$ cat config.mk
export PLATFORM = sky130hd
export DESIGN_NAME = ipr_write_initiator_flat
export DESIGN_NICKNAME = d
export VERILOG_FILES = /design/src/rtl/ipr_pkg.sv /design/src/rtl/ipr_write_if.sv /design/src/rtl/ipr_watchdog.sv /design/src/rtl/ipr_write_initiator.sv /design/src/flat_wrapper.sv
export SDC_FILE = /design/constraint.sdc
export NUM_CORES = 1
export LEC_CHECK = 0
export BUFFER_PORTS_ARGS = -buffer_cell sky130_fd_sc_hd__buf_2
export CELL_PAD_IN_SITES_DETAIL_PLACEMENT = 1
export CELL_PAD_IN_SITES_GLOBAL_PLACEMENT = 1
export CORE_UTILIZATION = 36
export DETAILED_ROUTE_END_ITERATION = 8
export PLACE_DENSITY = 0.92
export RECOVER_POWER = 100
export SETUP_SLACK_MARGIN = 0.1
export SLEW_MARGIN = 20
export SYNTH_ARGS = -nofsm -noshare
export SYNTH_HDL_FRONTEND = slang
export SYNTH_SLANG_ARGS = --single-unit
export TNS_END_PERCENT = 10
$ cat constraint.sdc
create_clock -name w_clk -period 2.93 [get_ports w_clk]
set_clock_uncertainty 0.15 [all_clocks]
set_input_delay 0.4395 -clock w_clk [delete_from_list [all_inputs] [get_ports w_clk]]
set_output_delay 0.4395 -clock w_clk [all_outputs]
set_load 0.05 [all_outputs]
$ cat src/rtl/ipr_pkg.sv
// Shared types and constants for the IPR write/read initiators.
package ipr_pkg;

  typedef enum logic [2:0] {
    StIdle,
    StFetch,
    StReq,
    StResp,
    StDone,
    StErr
  } ipr_init_state_e;

  // IPR controller register offsets
  localparam logic [7:0] IprRegData  = 8'h00;
  localparam logic [7:0] IprRegFull  = 8'h04;
  localparam logic [7:0] IprRegEmpty = 8'h08;

endpackage

$ cat src/rtl/ipr_write_if.sv
// Request/grant/response bus between a write initiator and the IPR controller write port.
interface ipr_write_if #(
  parameter int unsigned AWIDTH = 32,
  parameter int unsigned DSIZE  = 32
);

  logic              req;
  logic              we;
  logic [AWIDTH-1:0] addr;
  logic [DSIZE-1:0]  wdata;
  logic              gnt;
  logic              rvalid;

  modport master (
    output req,
    output we,
    output addr,
    output wdata,
    input  gnt,
    input  rvalid
  );

  modport slave (
    input  req,
    input  we,
    input  addr,
    input  wdata,
    output gnt,
    output rvalid
  );

endinterface

$ cat src/rtl/ipr_watchdog.sv
// Saturating stall counter; expire flags the cycle in which the limit-th enabled cycle occurs.
module ipr_watchdog #(
  parameter int unsigned Width = 16
) (
  input  logic             clk,
  input  logic             rst_n,
  input  logic             clr,
  input  logic             en,
  input  logic [Width-1:0] limit,
  output logic             expire
);

  logic [Width-1:0] cnt_q, cnt_d;

  always_comb begin
    cnt_d = cnt_q;
    if (clr) begin
      cnt_d = '0;
    end else if (en && (cnt_q != '1)) begin
      cnt_d = cnt_q + 1'b1;
    end
  end

  always_ff @(posedge clk) begin
    if (!rst_n) begin
      cnt_q <= '0;
    end else begin
      cnt_q <= cnt_d;
    end
  end

  // A zero limit disables the watchdog entirely.
  assign expire = en && (limit != '0) && (cnt_q >= (limit - 1'b1));

endmodule

$ cat src/rtl/ipr_write_initiator.sv
// Bulk write engine: pulls words from a valid/ready source and writes each to the IPR data register.
module ipr_write_initiator
  import ipr_pkg::*;
#(
  parameter int unsigned DSIZE         = 32,
  parameter int unsigned AWIDTH        = 32,
  parameter int unsigned CNT_W         = 16,
  parameter int unsigned TIMEOUT_LIMIT = 100,
  parameter int unsigned BULK_NUMBER   = 10
) (
  input  logic              w_clk,
  input  logic              w_rst_n,
  input  logic              cmd_valid_i,
  output logic              cmd_ready_o,
  input  logic [CNT_W-1:0]  cmd_len_i,
  input  logic [AWIDTH-1:0] cmd_addr_i,
  input  logic              abort_i,
  input  logic              src_valid_i,
  output logic              src_ready_o,
  input  logic [DSIZE-1:0]  src_data_i,
  ipr_write_if.master       ipr,
  output logic              busy_o,
  output logic              done_o,
  output logic              error_flag,
  output logic [CNT_W-1:0]  words_sent_o
);

  localparam int unsigned WdW = (TIMEOUT_LIMIT > 1) ? $clog2(TIMEOUT_LIMIT + 1) : 1;

  ipr_init_state_e   state_q, state_d;
  logic [CNT_W-1:0]  len_q, len_d;
  logic [CNT_W-1:0]  words_q, words_d;
  logic [CNT_W-1:0]  words_inc;
  logic [AWIDTH-1:0] addr_q, addr_d;
  logic [DSIZE-1:0]  wdata_q, wdata_d;
  logic              err_q, err_d;
  logic              abort_pend_q, abort_pend_d;
  logic              wd_en, wd_expire;
  logic              req;

  assign wd_en     = (state_q == StReq) && !ipr.gnt;
  assign words_inc = words_q + 1'b1;

  ipr_watchdog #(
    .Width (WdW)
  ) u_watchdog (
    .clk    (w_clk),
    .rst_n  (w_rst_n),
    .clr    (!wd_en),
    .en     (wd_en),
    .limit  (WdW'(TIMEOUT_LIMIT)),
    .expire (wd_expire)
  );

  always_comb begin
    state_d      = state_q;
    len_d        = len_q;
    words_d      = words_q;
    addr_d       = addr_q;
    wdata_d      = wdata_q;
    err_d        = err_q;
    abort_pend_d = abort_pend_q;
    cmd_ready_o  = 1'b0;
    src_ready_o  = 1'b0;
    req          = 1'b0;
    done_o       = 1'b0;

    unique case (state_q)
      StIdle: begin
        cmd_ready_o = 1'b1;
        if (cmd_valid_i) begin
          len_d        = (cmd_len_i == '0) ? CNT_W'(BULK_NUMBER) : cmd_len_i;
          addr_d       = cmd_addr_i;
          words_d      = '0;
          err_d        = 1'b0;
          abort_pend_d = 1'b0;
          state_d      = StFetch;
        end
      end
      StFetch: begin
        src_ready_o = 1'b1;
        if (abort_i) begin
          state_d = StDone;
        end else if (src_valid_i) begin
          wdata_d = src_data_i;
          state_d = StReq;
        end
      end
      StReq: begin
        req = 1'b1;
        // A grant in the same cycle beats both abort and watchdog expiry.
        if (ipr.gnt) begin
          state_d = StResp;
          if (abort_i) begin
            abort_pend_d = 1'b1;
          end
        end else if (abort_i) begin
          state_d = StDone;
        end else if (wd_expire) begin
          err_d   = 1'b1;
          state_d = StErr;
        end
      end
      StResp: begin
        if (abort_i) begin
          abort_pend_d = 1'b1;
        end
        if (ipr.rvalid) begin
          words_d = words_inc;
          if ((words_inc == len_q) || abort_pend_q || abort_i) begin
            state_d = StDone;
          end else begin
            state_d = StFetch;
          end
        end
      end
      StDone: begin
        done_o       = 1'b1;
        abort_pend_d = 1'b0;
        state_d      = StIdle;
      end
      StErr: begin
        done_o       = 1'b1;
        abort_pend_d = 1'b0;
        state_d      = StIdle;
      end
      default: begin
        state_d = StIdle;
      end
    endcase
  end

  always_ff @(posedge w_clk) begin
    if (!w_rst_n) begin
      state_q      <= StIdle;
      len_q        <= '0;
      words_q      <= '0;
      addr_q       <= '0;
      wdata_q      <= '0;
      err_q        <= 1'b0;
      abort_pend_q <= 1'b0;
    end else begin
      state_q      <= state_d;
      len_q        <= len_d;
      words_q      <= words_d;
      addr_q       <= addr_d;
      wdata_q      <= wdata_d;
      err_q        <= err_d;
      abort_pend_q <= abort_pend_d;
    end
  end

  // Address and data come straight from registers, so they stay put until the grant.
  assign ipr.req      = req;
  assign ipr.we       = req;
  assign ipr.addr     = addr_q;
  assign ipr.wdata    = wdata_q;
  assign busy_o       = (state_q != StIdle);
  assign error_flag   = err_q;
  assign words_sent_o = words_q;

endmodule
$ cat src/flat_wrapper.sv
// flat-port wrapper written by rule: the top's interface ports become plain ports
module ipr_write_initiator_flat import ipr_pkg::*;
#(
  parameter int unsigned DSIZE         = 32,
  parameter int unsigned AWIDTH        = 32,
  parameter int unsigned CNT_W         = 16,
  parameter int unsigned TIMEOUT_LIMIT = 100,
  parameter int unsigned BULK_NUMBER   = 10
)
  (w_clk, w_rst_n, cmd_valid_i, cmd_ready_o, cmd_len_i, cmd_addr_i, abort_i, src_valid_i, src_ready_o, src_data_i, busy_o, done_o, error_flag, words_sent_o, ipr_req, ipr_we, ipr_addr, ipr_wdata, ipr_gnt, ipr_rvalid);
  ipr_write_if #(.AWIDTH(AWIDTH), .DSIZE(DSIZE)) ipr_i ();
  input  logic w_clk;
  input  logic w_rst_n;
  input  logic cmd_valid_i;
  output logic cmd_ready_o;
  input  logic [CNT_W-1:0] cmd_len_i;
  input  logic [AWIDTH-1:0] cmd_addr_i;
  input  logic abort_i;
  input  logic src_valid_i;
  output logic src_ready_o;
  input  logic [DSIZE-1:0] src_data_i;
  output logic busy_o;
  output logic done_o;
  output logic error_flag;
  output logic [CNT_W-1:0] words_sent_o;
  output wire logic [$bits(ipr_i.req)-1:0] ipr_req;
  output wire logic [$bits(ipr_i.we)-1:0] ipr_we;
  output wire logic [$bits(ipr_i.addr)-1:0] ipr_addr;
  output wire logic [$bits(ipr_i.wdata)-1:0] ipr_wdata;
  input wire logic [$bits(ipr_i.gnt)-1:0] ipr_gnt;
  input wire logic [$bits(ipr_i.rvalid)-1:0] ipr_rvalid;
  assign ipr_req = ipr_i.req;
  assign ipr_we = ipr_i.we;
  assign ipr_addr = ipr_i.addr;
  assign ipr_wdata = ipr_i.wdata;
  assign ipr_i.gnt = ipr_gnt;
  assign ipr_i.rvalid = ipr_rvalid;
  ipr_write_initiator #(.DSIZE(DSIZE), .AWIDTH(AWIDTH), .CNT_W(CNT_W), .TIMEOUT_LIMIT(TIMEOUT_LIMIT), .BULK_NUMBER(BULK_NUMBER)) u_core (.w_clk(w_clk), .w_rst_n(w_rst_n), .cmd_valid_i(cmd_valid_i), .cmd_ready_o(cmd_ready_o), .cmd_len_i(cmd_len_i), .cmd_addr_i(cmd_addr_i), .abort_i(abort_i), .src_valid_i(src_valid_i), .src_ready_o(src_ready_o), .src_data_i(src_data_i), .ipr(ipr_i), .busy_o(busy_o), .done_o(done_o), .error_flag(error_flag), .words_sent_o(words_sent_o));
endmodule
* Word-level counts from Yosys, hierarchy flattened
Cells that the tools add are included.
** Storage, ports and cells
- Bits in registers :: 108
- Bits of input ports :: 87
** Operators by class
- Add/subtract/negate cells :: 2
- Magnitude comparators :: 1
- Equality and inequality tests :: 15
- Muxes and demuxes :: 25
- Bitwise logic cells :: 1
- Reductions and logical operators :: 20
** Operators with widths (count)
- 16-bit two-way mux :: 3
- 16-bit case mux with 2 select lines :: 1
- 3-bit two-way mux :: 8
- 16-bit by 1-bit adder with 16-bit output (second input constant) :: 1
- 16-bit equality test :: 1
- 16-bit logical NOT :: 1
- 2-bit inequality test (second input constant) :: 6
- 3-bit case mux with 4 select lines :: 1
- 1-bit two-way mux :: 10
- 3-bit AND reduction :: 3
- 7-bit by 1-bit adder with 7-bit output (second input constant) :: 1
- 7-bit greater-or-equal comparator (second input constant) :: 1
- 7-bit inequality test (second input constant) :: 1
- 3-bit by 2-bit equality test with 1-bit output (second input constant) :: 2
- 3-bit equality test (second input constant) :: 2
- 5-bit AND reduction :: 1
- 4-bit inequality test (second input constant) :: 1
- 1-bit case mux with 4 select lines :: 1
- 2-bit AND reduction :: 2
- 4-bit AND reduction :: 1
- 2-bit nonzero test :: 2
- 4-bit nonzero test :: 1
- 3-bit by 1-bit equality test with 1-bit output (second input constant) :: 1
- 1-bit logical AND :: 3
- 8 further kinds :: 9

* Longest topological paths before layout
Gate-level depths: netlist of the first run.
- Depth in word-level cells :: 7
- Depth in mapped cells :: 8

* By module
From an unflattened synthesis of the first run, not the netlist that was laid out.
** Unflattened totals
- Cells, all modules :: 651
- Area, all modules :: 5063.6 µm²
** Modules (own cells, without submodules)
- ipr_write_initiator :: times used 1, cells an instance 584, area an instance 4483.0 µm²
- ipr_watchdog :: times used 1, cells an instance 67, area an instance 580.6 µm²

* Least setup slack after synthesis of the first run
No wires, ideal clock.
- Path kind :: register -> output
- Start point :: reg u_core.state_q[2]
- End point :: out busy_o
- Data arrival time :: 2.284 ns
- Setup slack :: 0.056 ns
- Cell stages (with the launch flop) :: 4
- Path buffers :: 1
- Cell sequence :: dfxtp_1 -> clkbuf_1 -> nor3_1 -> inv_1
** Between the ends
- Word-level cells in the longest chain between the ends :: 1
** RTL lines
- start, declared :: line ipr_write_initiator.sv:30 : ipr_init_state_e state_q, state_d;
- start signal, assigned :: line ipr_write_initiator.sv:135 : state_q <= StIdle;
- start signal, assigned :: line ipr_write_initiator.sv:143 : state_q <= state_d;
- 3-bit nonzero test :: line ipr_write_initiator.sv:158 : assign busy_o = (state_q != StIdle);
- end, declared :: line flat_wrapper.sv:22 : output logic busy_o;
No other way between the ends.

* Final worst setup path of the first run
- Start point :: reg u_core.state_q[1]
- End point :: reg u_core.words_q[3] (netlist: u_core.words_sent_o[3])
** Between the ends
- Word-level cells in the longest chain between the ends :: 3
- Elaborated cells between the ends (all ways) :: 7
- Those cells by class :: eq/ne: 3; mux: 1; reduce/logical: 3
** RTL lines
- 3-bit by 2-bit equality test with 1-bit output / 3-bit logical NOT (equally long branches) :: line ipr_write_initiator.sv:68 : unique case (state_q)
- 2-bit inequality test (no source line) / 2-bit nonzero test (equally long branches)
- 3-bit AND reduction (no source line)
- end signal, assigned :: line ipr_write_initiator.sv:145 : words_q <= words_d;
- end, declared :: line ipr_write_initiator.sv:32 : logic [CNT_W-1:0] words_q, words_d;
Several ways; a longest one is shown, not always the timed one.
A chain may end at the register's enable or synchronous reset.

==> results.toml, run 1 <==
[route]
wl_per_cell_um = 15.8
drt-total-wl_um = 15000
drc = 0
first_pass_iters = 4
via_per_inst = 5.09
drtAntennaViolNets = 0
routed-via-count = 4804
drt-initial-drc-count = 287

[logic_synthesis]
postSynthCellCount = 613
synth_common_cells = "nand2_1 (181), dfxtp_1 (108), a21boi_0 (80)"
synth.area.top_cells = "dfxtp_1 (44%), nand2_1 (14%), a21boi_0 (12%)"
synth_edf_count = 0
ys_ff_latch = 108
ys_warn_count = 0
async_flop_share_pct = 0
yosysTopAreaCellShare_pct = 43.6
synth_area_leader_cell = "dfxtp_1"
yosysSeqAreaShare_pct = 43.6
synth_ff_type = "dfxtp_1"
postSynthAreaPerCell_um2 = 8.10
synth.distinct_cells = 53
synth_nets = 702
synth_area_mm2 = 0.00496
yosysMostFrequentCell = "nand2_1"

[timing]
finalSetupViolations = 0
period_needed_ns = 2.53
grt_setup_unrepaired = "no"
finalHoldViolCount = 0
max_freq_ghz = 0.395
tns_ns = 0
worst_pin_slew_ns = 1.12
post-route-period-util_pct = 86.4
max-slew-margin-rel_pct = 25.1
report.final.slew_viol_count = 0

[clock_network]
worstSkewPairLatency_ns = 0.35
cts.sinks = 108
h-tree-depth = 3
post_cts_buffers = 0
clk_pin_slew_ns = 0.07
post_cts_resized = 0
max-clock-path-buffers = 2
hold_buffers = 0
tritoncts = "yes"
numCtsBuffers = 9
ctsRootBufferMaster = "clkbuf_16"

[cells_and_area]
final_cells = 944
fin_util_pct = 45.8
nFillCells = 1741
nNetsFinal = 851
drive_gt1_share_pct = 16.1
area_growth_pct = 23.3

[critical_path]
cp_cell_sequence = "clkbuf_1, nor3_2, nand2_1, clkbuf_1, nand2_1, a21oi_1"
worst-path-buf-inv = 2
crit_fanout = 24
startpoint_type = "flop"
arrival_ns = 2.66
max_stage_delay_ns = 0.84
slowest_stage = "clkbuf_1"
cp_top_family = "buffers and inverters"
cp.required_ns = 3.06
cp-end-kind = "flop"
critical_path_class = "flop to flop"

[status]
status = "finished, final reports clean"

[place]
portBuffers = 173
place.gp.congestion = 0.858
dpl.cell_count = 927
dpl.hpwl_um = 11100

[grt]
gr-total-overflow = 0
grt_pass1_vias = 4994
grt_pass1_wl_um = 24100
antenna_found_initial = 2
grt_max_degree = 55
grtUsageTotal_pct = 21.5

[floorplan]
fp.dieW_um = 119
io_pins = 174
design.die.area_mm2 = 0.0143
coreArea_mm2 = 0.0133
fp.dieH_um = 119
rows = 42
start_util_pct = 37.2

[power_and_ir_drop]
ir_worst_vdd_uv = 351
p_sw_uw = 978
combPwrFrac_pct = 15.5
pwr_density_cell_mw_per_mm2 = 558
cell_internal_pwr_mw = 2.44
p_seq_share_pct = 46.1
clkPwrFrac_pct = 38.4
swShare_pct = 28.7
p_leak_nw = 2.29

[flow_run]
drv_cap = 0

[min_path]
hold_class = "primary input to flop"
logic make-up after synthesis:
logic type	count (synthesis)	synth area share [%]
compound gates	138	19.9
xor+xnor	28	5.22
fa+ha+maj	2	0.504
buf+inv	50	4.34
flops	108	43.6
mux	1	0.202
simple gates	286	26.3
stage by stage:
stage | hold slack [ns] | power, mW | setup slack [ns] | area [um2]
global placement | 0.296 | 2.14 | 0.630 | 5940
finish | 0.179 | 3.41 | 0.399 | 6120
CTS | 0.167 | 3.49 | 0.484 | 6260
global route | 0.177 | 3.56 | 0.113 | 6110
detailed placement | 0.304 | 2.16 | 0.521 | 5940
floorplan | 0.280 | 1.98 | 0.444 | 4970
final cells by class:
cell class	count	area, um2	share of cell area [%]
inverter	6	22.5	0.368
tap	176	220	3.60
clock buffer	10	229	3.74
clock inverter	5	85.1	1.39
multi-input combinational	455	2590	42.3
timing repair buffer	182	808	13.2
antenna	2	5.00	0.0818
sequential	108	2160	35.3
path summary, 6_finish.rpt:
kind                                                  startpoint                                   to  slack, ns  cells past startpoint
worst max-delay path              u_core.state_q[1]$_SDFFE_PN0P_  u_core.words_sent_o[3]$_SDFFE_PN0P_       0.40                      6
worst min-delay path                              cmd_addr_i[26]     u_core.ipr.addr[26]$_SDFFE_PN0P_       0.18                      3
worst max register to register    u_core.state_q[1]$_SDFFE_PN0P_  u_core.words_sent_o[3]$_SDFFE_PN0P_       0.40                      6
worst min register to register  u_core.ipr.wdata[2]$_SDFFE_PN0P_     u_core.ipr.wdata[2]$_SDFFE_PN0P_       0.31                      2
power by group through the flow:
| stage | combinational, mW | sequential [mW] | clock [mW] |
|---|---|---|---|
| finish | 0.529 | 1.57 | 1.31 |
| global placement | 0.542 | 1.60 | 0 |
| CTS | 0.558 | 1.57 | 1.36 |
| global route | 0.575 | 1.58 | 1.41 |
| floorplan | 0.237 | 1.74 | 0 |
| detailed placement | 0.555 | 1.60 | 0 |
state kept, by name (all words and copies together) (netlist names):
name and cells:
u_core.u_watchdog.cnt_q 7, u_core.state_q 3, u_core.ipr.addr 32, u_core.len_q 16, u_core.abort_pend_q 1, u_core.words_sent_o 16, u_core.ipr.wdata 32, u_core.error_flag 1
worst register-to-register path: cells and delay by family, from the launching register on:
kind / cells / cell delay (ns)
and+or+nand+nor: 3 / 0.52
DFF: 1 / 0.35
AOI/OAI and AO/OA: 1 / 0.17
buffers and inverters: 2 / 1.28
metal layers:
metal  vias to the layer above  share of wire (%)  global-route usage, %  routed length, um
met5                         -                  0                      0                  0
met4                         0                1.9                   6.95                284
met3                        21                8.0                   8.00               1190
met2                       137                 48                   37.1               7210
met1                      2288                 42                   24.6               6280
li1                       2358                  -                      -                  -
cell usage in the layout, fill, tap and decap left out, types with 9 or more instances in the layout:
master       n
nor3_1      10
clkbuf_1    91
nand3_1     13
dfxtp_1    108
nor2b_1     13
o21ai_0     18
buf_2       86
nor4_1      10
nor2_1      25
clkbuf_16    9
nand2_1    181
xnor2_1     16
a21boi_0    80
xor2_1      11
a21oi_1     16
Power figures use the tool's default switching activity.
==> inputs of run 2 (changes only) <==
--- a/config.mk
+++ b/config.mk
@@ -5,12 +5,13 @@
 export SDC_FILE = /design/constraint.sdc
 export NUM_CORES = 1
 export LEC_CHECK = 0
+export ABC_AREA = 1
 export BUFFER_PORTS_ARGS = -buffer_cell sky130_fd_sc_hd__buf_2
 export CELL_PAD_IN_SITES_DETAIL_PLACEMENT = 1
 export CELL_PAD_IN_SITES_GLOBAL_PLACEMENT = 1
-export CORE_UTILIZATION = 36
+export CORE_UTILIZATION = 37
 export DETAILED_ROUTE_END_ITERATION = 8
-export PLACE_DENSITY = 0.92
+export PLACE_DENSITY = 0.95
 export RECOVER_POWER = 100
 export SETUP_SLACK_MARGIN = 0.1
 export SLEW_MARGIN = 20
==> constraint.sdc (replaced) <==
create_clock -name w_clk -period 3 [get_ports w_clk]
set_clock_uncertainty 0.15 [all_clocks]
set_input_delay 0.45 -clock w_clk [delete_from_list [all_inputs] [get_ports w_clk]]
set_output_delay 0.45 -clock w_clk [all_outputs]
set_load 0.05 [all_outputs]
==> results.toml, run 2 <==
[logic_synthesis]
synth_common_cells = "nand2_1 (170), dfxtp_1 (108), nor2_1 (96)"
yosysTopAreaCellShare_pct = 45.4
synth_nets = 776
postSynthCellCount = 687
synth.area.top_cells = "dfxtp_1 (45%), nand2_1 (13%), nand3_1 (9.5%)"
synth_area_mm2 = 0.00477
yosysMostFrequentCell = "nand2_1"
ys_ff_latch = 108
async_flop_share_pct = 0
synth_ff_type = "dfxtp_1"
yosysSeqAreaShare_pct = 45.4
synth_area_leader_cell = "dfxtp_1"
ys_warn_count = 0
synth_edf_count = 0
synth.distinct_cells = 33
postSynthAreaPerCell_um2 = 6.94

[route]
drc = 0
via_per_inst = 5.02
routed-via-count = 5142
wl_per_cell_um = 15.5
drt-initial-drc-count = 282
first_pass_iters = 4
drtAntennaViolNets = 0
drt-total-wl_um = 15900

[critical_path]
cp-startpoint = "u_core.words_sent_o[0]$_SDFFE_PN0P_"
arrival_ns = 2.55
startpoint_type = "flop"
setup.reg_to_reg.worst_slack_ns = 0.54
crit_fanout = 7
cp-end-kind = "flop"
cp.required_ns = 3.09
critical_path_class = "flop to flop"
worstReg2RegEnd = "u_core.state_q[0]$_SDFFE_PN0P_"
crit_end = "u_core.state_q[0]$_SDFFE_PN0P_"
r2r_start = "u_core.words_sent_o[0]$_SDFFE_PN0P_"
reg2reg_depth = 16

[timing]
report.final.slew_viol_count = 0
finalSetupViolations = 0
period_needed_ns = 2.46
max_freq_ghz = 0.407
post-route-period-util_pct = 82.0
worst_pin_slew_ns = 0.971
tns_ns = 0
finalHoldViolCount = 0
max-slew-margin-rel_pct = 35.2
grt_setup_unrepaired = "no"

[cells_and_area]
multiInputGateArea_mm2 = 0.00224
n_antenna_cell = 0
nFillCells = 1710
regArea_mm2 = 0.00216
final_cells = 1025
nNetsFinal = 937
area_growth_pct = 25.2
drive_gt1_share_pct = 14.0
final_cell_mix = "nand2_1 (170), dfxtp_1 (108), nor2_1 (98), nand3_1 (90), clkbuf_1 (89)"
final_common_cell = "nand2_1"

[power_and_ir_drop]
cell_internal_pwr_mw = 2.57
combPwrFrac_pct = 26.9
ir_worst_vdd_uv = 370
pwr_density_cell_mw_per_mm2 = 693
swShare_pct = 37.8
clkPwrFrac_pct = 32.8
p_sw_mw = 1.56
p_seq_share_pct = 40.3
p_leak_nw = 2.47

[grt]
antenna_found_initial = 1
grt_pass1_vias = 5169
grtUsageTotal_pct = 24.4
gr-total-overflow = 0
grt_pass1_wl_um = 25300
grt_max_degree = 43

[clock_network]
h-tree-depth = 3
numCtsBuffers = 9
cts.sinks = 108
post_cts_buffers = 0
hold_buffers = 0
tritoncts = "yes"
worstSkewPairLatency_ns = 0.36
clk_pin_slew_ns = 0.08
post_cts_resized = 0
ctsRootBufferMaster = "clkbuf_16"
max-clock-path-buffers = 2

[flow_run]
drv_cap = 0

[place]
place.gp.congestion = 0.812
portBuffers = 173
dpl.hpwl_um = 11700
dpl.cell_count = 1009

[status]
status = "finished, final reports clean"

[floorplan]
fp.dieW_um = 115
fp.dieH_um = 115
io_pins = 174
coreArea_mm2 = 0.0126
rows = 41
design.die.area_mm2 = 0.0133
start_util_pct = 37.9

[min_path]
hold_start = "cmd_addr_i[20]"
hold_class = "primary input to flop"
==> run 2: changes by cell type in the layout (fill, tap and decap cells not counted), sizes merged, moves of 9 or more <==
cell    before  now
nor2b       13    0
a21oi       16   32
nand2      181  172
inv          8   62
nand3       15   91
xor2        11    2
nor2        25  102
xnor2       16    1
o21ai       19   57
a21boi      80    0
==> run 2: layout make-up <==
| type | count | area share [%] |
|---|---|---|
| multi-input cells | 491 | 37.5 |
| repair buffers | 180 | 13.4 |
| flip-flops and latches | 108 | 36.2 |
| inverters | 58 | 3.65 |
| clock inverters | 7 | 1.83 |
| well taps | 172 | 3.61 |
| clock buffers | 9 | 3.78 |
==> run 2: logic make-up (layout without fill, tap and decap cells) <==
| group | Yosys count | after routing | share of synthesized area, % |
|---|---|---|---|
| AO/OA/AOI/OAI | 94 | 94 | 10.3 |
| adder cells (fa/ha/maj) | 2 | 2 | 0.525 |
| AND/OR/NAND/NOR | 392 | 392 | 35.9 |
| flip-flops | 108 | 108 | 45.4 |
| XOR/XNOR | 3 | 3 | 0.551 |
| buffers and inverters | 88 | 254 | 7.32 |
==> run 2: how the worst min path moves through the flow <==
stage	cells past startpoint	slack, ns	end
after floorplan	2	0.29	u_core.len_q[0]$_SDFFE_PN0P_
after global placement	2	0.27	u_core.ipr.addr[13]$_SDFFE_PN0P_
after detailed placement	2	0.28	u_core.ipr.addr[30]$_SDFFE_PN0P_
after CTS	3	0.15	u_core.ipr.addr[18]$_SDFFE_PN0P_
after global routing	3	0.16	u_core.ipr.addr[10]$_SDFFE_PN0P_
final	3	0.16	u_core.ipr.addr[20]$_SDFFE_PN0P_
==> run 2: per-layer routing <==
metal,up-vias,global-route usage (%),part of all wire (%)
met2,168,43.2,50
met5,-,0,0.11
li1,2553,-,-
met1,2391,27.6,41
met3,28,7.22,7.0
met4,2,9.61,2.1
==> run 2: critical path: stages, from the launching register on <==
cell     delay, ns
dfxtp_1       0.46
ha_1          0.27
nand3_1       0.12
nor2_1        0.31
inv_1         0.07
nand2_1       0.13
nand2_1       0.11
nand2_1       0.07
nand2_1       0.04
nor2_1        0.09
nand3_1       0.08
nor2_1        0.09
nand2_1       0.07
nand3_1       0.07
nand2_1       0.06
nand2_1       0.08
a21oi_1       0.07
==> run 2: metrics by stage <==
step / hold WS, ns / power [mW] / utilization, % / area, um2 / setup WS [ns]
4_1_cts: 0.150 / 4.21 / 48.6 / 6100 / 0.654
3_3_place_gp: 0.273 / 2.82 / 45.9 / 5770 / 0.827
2_1_floorplan: 0.288 / 2.52 / - / 4770 / 0.355
5_1_grt: 0.158 / 4.33 / 47.5 / 5960 / 0.204
3_5_place_dp: 0.278 / 2.86 / 45.9 / 5770 / 0.704
6_report: 0.160 / 4.13 / 47.5 / 5960 / 0.541
==> run 2: power by group through the flow <==
| stage | clock, mW | sequential (mW) | combinational (mW) |
|---|---|---|---|
| after global placement | 0 | 1.68 | 1.14 |
| after global routing | 1.43 | 1.69 | 1.21 |
| after floorplan | 0 | 2.04 | 0.483 |
| final | 1.35 | 1.67 | 1.11 |
| after detailed placement | 0 | 1.69 | 1.16 |
| after CTS | 1.38 | 1.66 | 1.17 |
==> inputs of run 3 (changes only) <==
--- a/config.mk
+++ b/config.mk
@@ -9,9 +9,9 @@
 export BUFFER_PORTS_ARGS = -buffer_cell sky130_fd_sc_hd__buf_2
 export CELL_PAD_IN_SITES_DETAIL_PLACEMENT = 1
 export CELL_PAD_IN_SITES_GLOBAL_PLACEMENT = 1
-export CORE_UTILIZATION = 37
+export CORE_UTILIZATION = 34
 export DETAILED_ROUTE_END_ITERATION = 8
-export PLACE_DENSITY = 0.95
+export PLACE_DENSITY = 0.92
 export RECOVER_POWER = 100
 export SETUP_SLACK_MARGIN = 0.1
 export SLEW_MARGIN = 20
==> constraint.sdc (replaced) <==
create_clock -name w_clk -period 2.3 [get_ports w_clk]
set_clock_uncertainty 0.15 [all_clocks]
set_input_delay 0.345 -clock w_clk [delete_from_list [all_inputs] [get_ports w_clk]]
set_output_delay 0.345 -clock w_clk [all_outputs]
set_load 0.05 [all_outputs]
==> results.toml, run 3 (synthesized netlist as in run 2, its figures left out) <==
[cells_and_area]
nFillCells = 1842
area_growth_pct = 30.7
fin_area_mm2 = 0.00623
drive_gt1_share_pct = 19.8
final_common_cell = "nand2_1"
n_antenna_cell = 0
fin_util_pct = 46.3
nNetsFinal = 954
final_cell_mix = "nand2_1 (165), dfxtp_1 (98), nor2_1 (94), nand3_1 (86), buf_2 (86)"

[floorplan]
fp.dieW_um = 120
design.die.area_mm2 = 0.0145
rows = 42
start_util_pct = 35.4
fp.dieH_um = 120
io_pins = 174
coreArea_mm2 = 0.0135

[critical_path]
worstReg2RegEnd = "u_core.state_q[0]$_SDFFE_PN0P_"
cp-end-kind = "flop"
critical_path_class = "flop to flop"
reg2reg_depth = 14
crit_end = "u_core.state_q[0]$_SDFFE_PN0P_"
cp-startpoint = "u_core.words_sent_o[1]$_SDFFE_PN0P_"
arrival_ns = 2.19
crit_fanout = 6
startpoint_type = "flop"
setup.reg_to_reg.worst_slack_ns = 0.20
r2r_start = "u_core.words_sent_o[1]$_SDFFE_PN0P_"
cp.required_ns = 2.39

[grt]
grt_pass1_vias = 5302
grt_pass1_wl_um = 25500
grtUsageTotal_pct = 22.2
antenna_found_initial = 0
gr-total-overflow = 0
grt_max_degree = 34

[clock_network]
numCtsBuffers = 9
worstSkewPairLatency_ns = 0.36
h-tree-depth = 3
ctsRootBufferMaster = "clkbuf_16"
cts.sinks = 108
max-clock-path-buffers = 2
hold_buffers = 0
tritoncts = "yes"
clk_pin_slew_ns = 0.09

[flow_run]
drv_cap = 0

[route]
drc = 0
drt-initial-drc-count = 300
first_pass_iters = 5
drtAntennaViolNets = 0
via_per_inst = 5.04
drt-total-wl_um = 16400
wl_per_cell_um = 15.7
routed-via-count = 5269

[timing]
tns_ns = 0
grt_setup_unrepaired = "yes"
max_freq_ghz = 0.475
fin_ws_ns = 0.196
period_needed_ns = 2.10
finalSetupViolations = 0
post-route-period-util_pct = 91.5
worst_pin_slew_ns = 0.655
max-slew-margin-rel_pct = 56.5
report.final.slew_viol_count = 0
finalHoldViolCount = 0

[power_and_ir_drop]
combPwrFrac_pct = 28.5
p_leak_nw = 2.59
p_seq_share_pct = 41.2
ir_worst_vdd_uv = 607
cell_internal_pwr_mw = 3.19
pwr_density_cell_mw_per_mm2 = 848
p_total_mw = 5.28
swShare_pct = 39.6
clkPwrFrac_pct = 30.4
p_sw_mw = 2.09

[place]
dpl.hpwl_um = 11900
portBuffers = 173
place.gp.congestion = 0.854
post-place-ws_ns = 0.118
place_area_mm2 = 0.00588

[status]
status = "finished, final reports clean"

[min_path]
hold_class = "primary input to flop"
## run 3: worst max-delay path, stage by stage, from the launching register on
cell and delay [ns]:
dfxtp_4 0.39, ha_4 0.20, nand2_4 0.08, nor2_4 0.21
nand4_1 0.15, nand3_1 0.12, nand2_1 0.06, nor2_1 0.11
nand2_1 0.08, nor2_1 0.12, nand2_1 0.09, nand3_1 0.08
nand2_1 0.05, nand2_1 0.07, a21oi_2 0.05
## run 3: area by class of cell
cell class	instances	area, um2	area share, %
Clock buffer	9	225	3.62
Clock inverter	7	93.8	1.51
Inverter	58	218	3.50
Multi-Input combinational cell	492	2330	37.5
Sequential cell	108	2180	35.1
Tap cell	176	220	3.54
Timing Repair Buffer	196	952	15.3
## run 3: per-stage QoR
stage,cells,hold WS [ns]
detailed placement,1022,0.280
finish,1046,0.0532
floorplan,687,0.288
global placement,1022,0.273
CTS,1038,0.0416
global route,1046,0.0522
## run 3: worst min-delay path by stage
stage | startpoint | to | slack (ns) | cells after the start
final | cmd_addr_i[17] | u_core.ipr.addr[17]$_SDFFE_PN0P_ | 0.05 | 3
after detailed placement | u_core.ipr.addr[26]$_SDFFE_PN0P_ | u_core.ipr.addr[26]$_SDFFE_PN0P_ | 0.28 | 2
after floorplan | u_core.len_q[0]$_SDFFE_PN0P_ | u_core.len_q[0]$_SDFFE_PN0P_ | 0.29 | 2
after global placement | u_core.ipr.addr[25]$_SDFFE_PN0P_ | u_core.ipr.addr[25]$_SDFFE_PN0P_ | 0.27 | 2
after CTS | cmd_addr_i[17] | u_core.ipr.addr[17]$_SDFFE_PN0P_ | 0.04 | 3
after global routing | cmd_addr_i[16] | u_core.ipr.addr[16]$_SDFFE_PN0P_ | 0.05 | 3
## run 3: power by group through the flow
stage | Sequential (mW) | Clock (mW) | Combinational, mW
floorplan | 2.66 | 0 | 0.638
global placement | 2.20 | 0 | 1.52
detailed placement | 2.21 | 0 | 1.56
CTS | 2.17 | 1.66 | 1.56
global route | 2.20 | 1.74 | 1.63
finish | 2.17 | 1.60 | 1.50
## run 3: what timing repair did
action | 4_1_cts | 5_1_grt
setup buffers | 0 | 7
hold endpoints to repair | 0 | 0
pin swaps | 0 | 20
cloned | 0 | 1
resized for setup | 1 | 30
setup endpoints to repair | 1 | 3
## run 3: per-layer routing
metal / part of all wire (%) / GRT usage [%] / vias up
li1: - / - / 2592
met1: 42 / 25.9 / 2494
met2: 49 / 38.9 / 166
met3: 7.1 / 7.74 / 17
met4: 1.4 / 4.48 / 0
met5: 0 / 0 / -
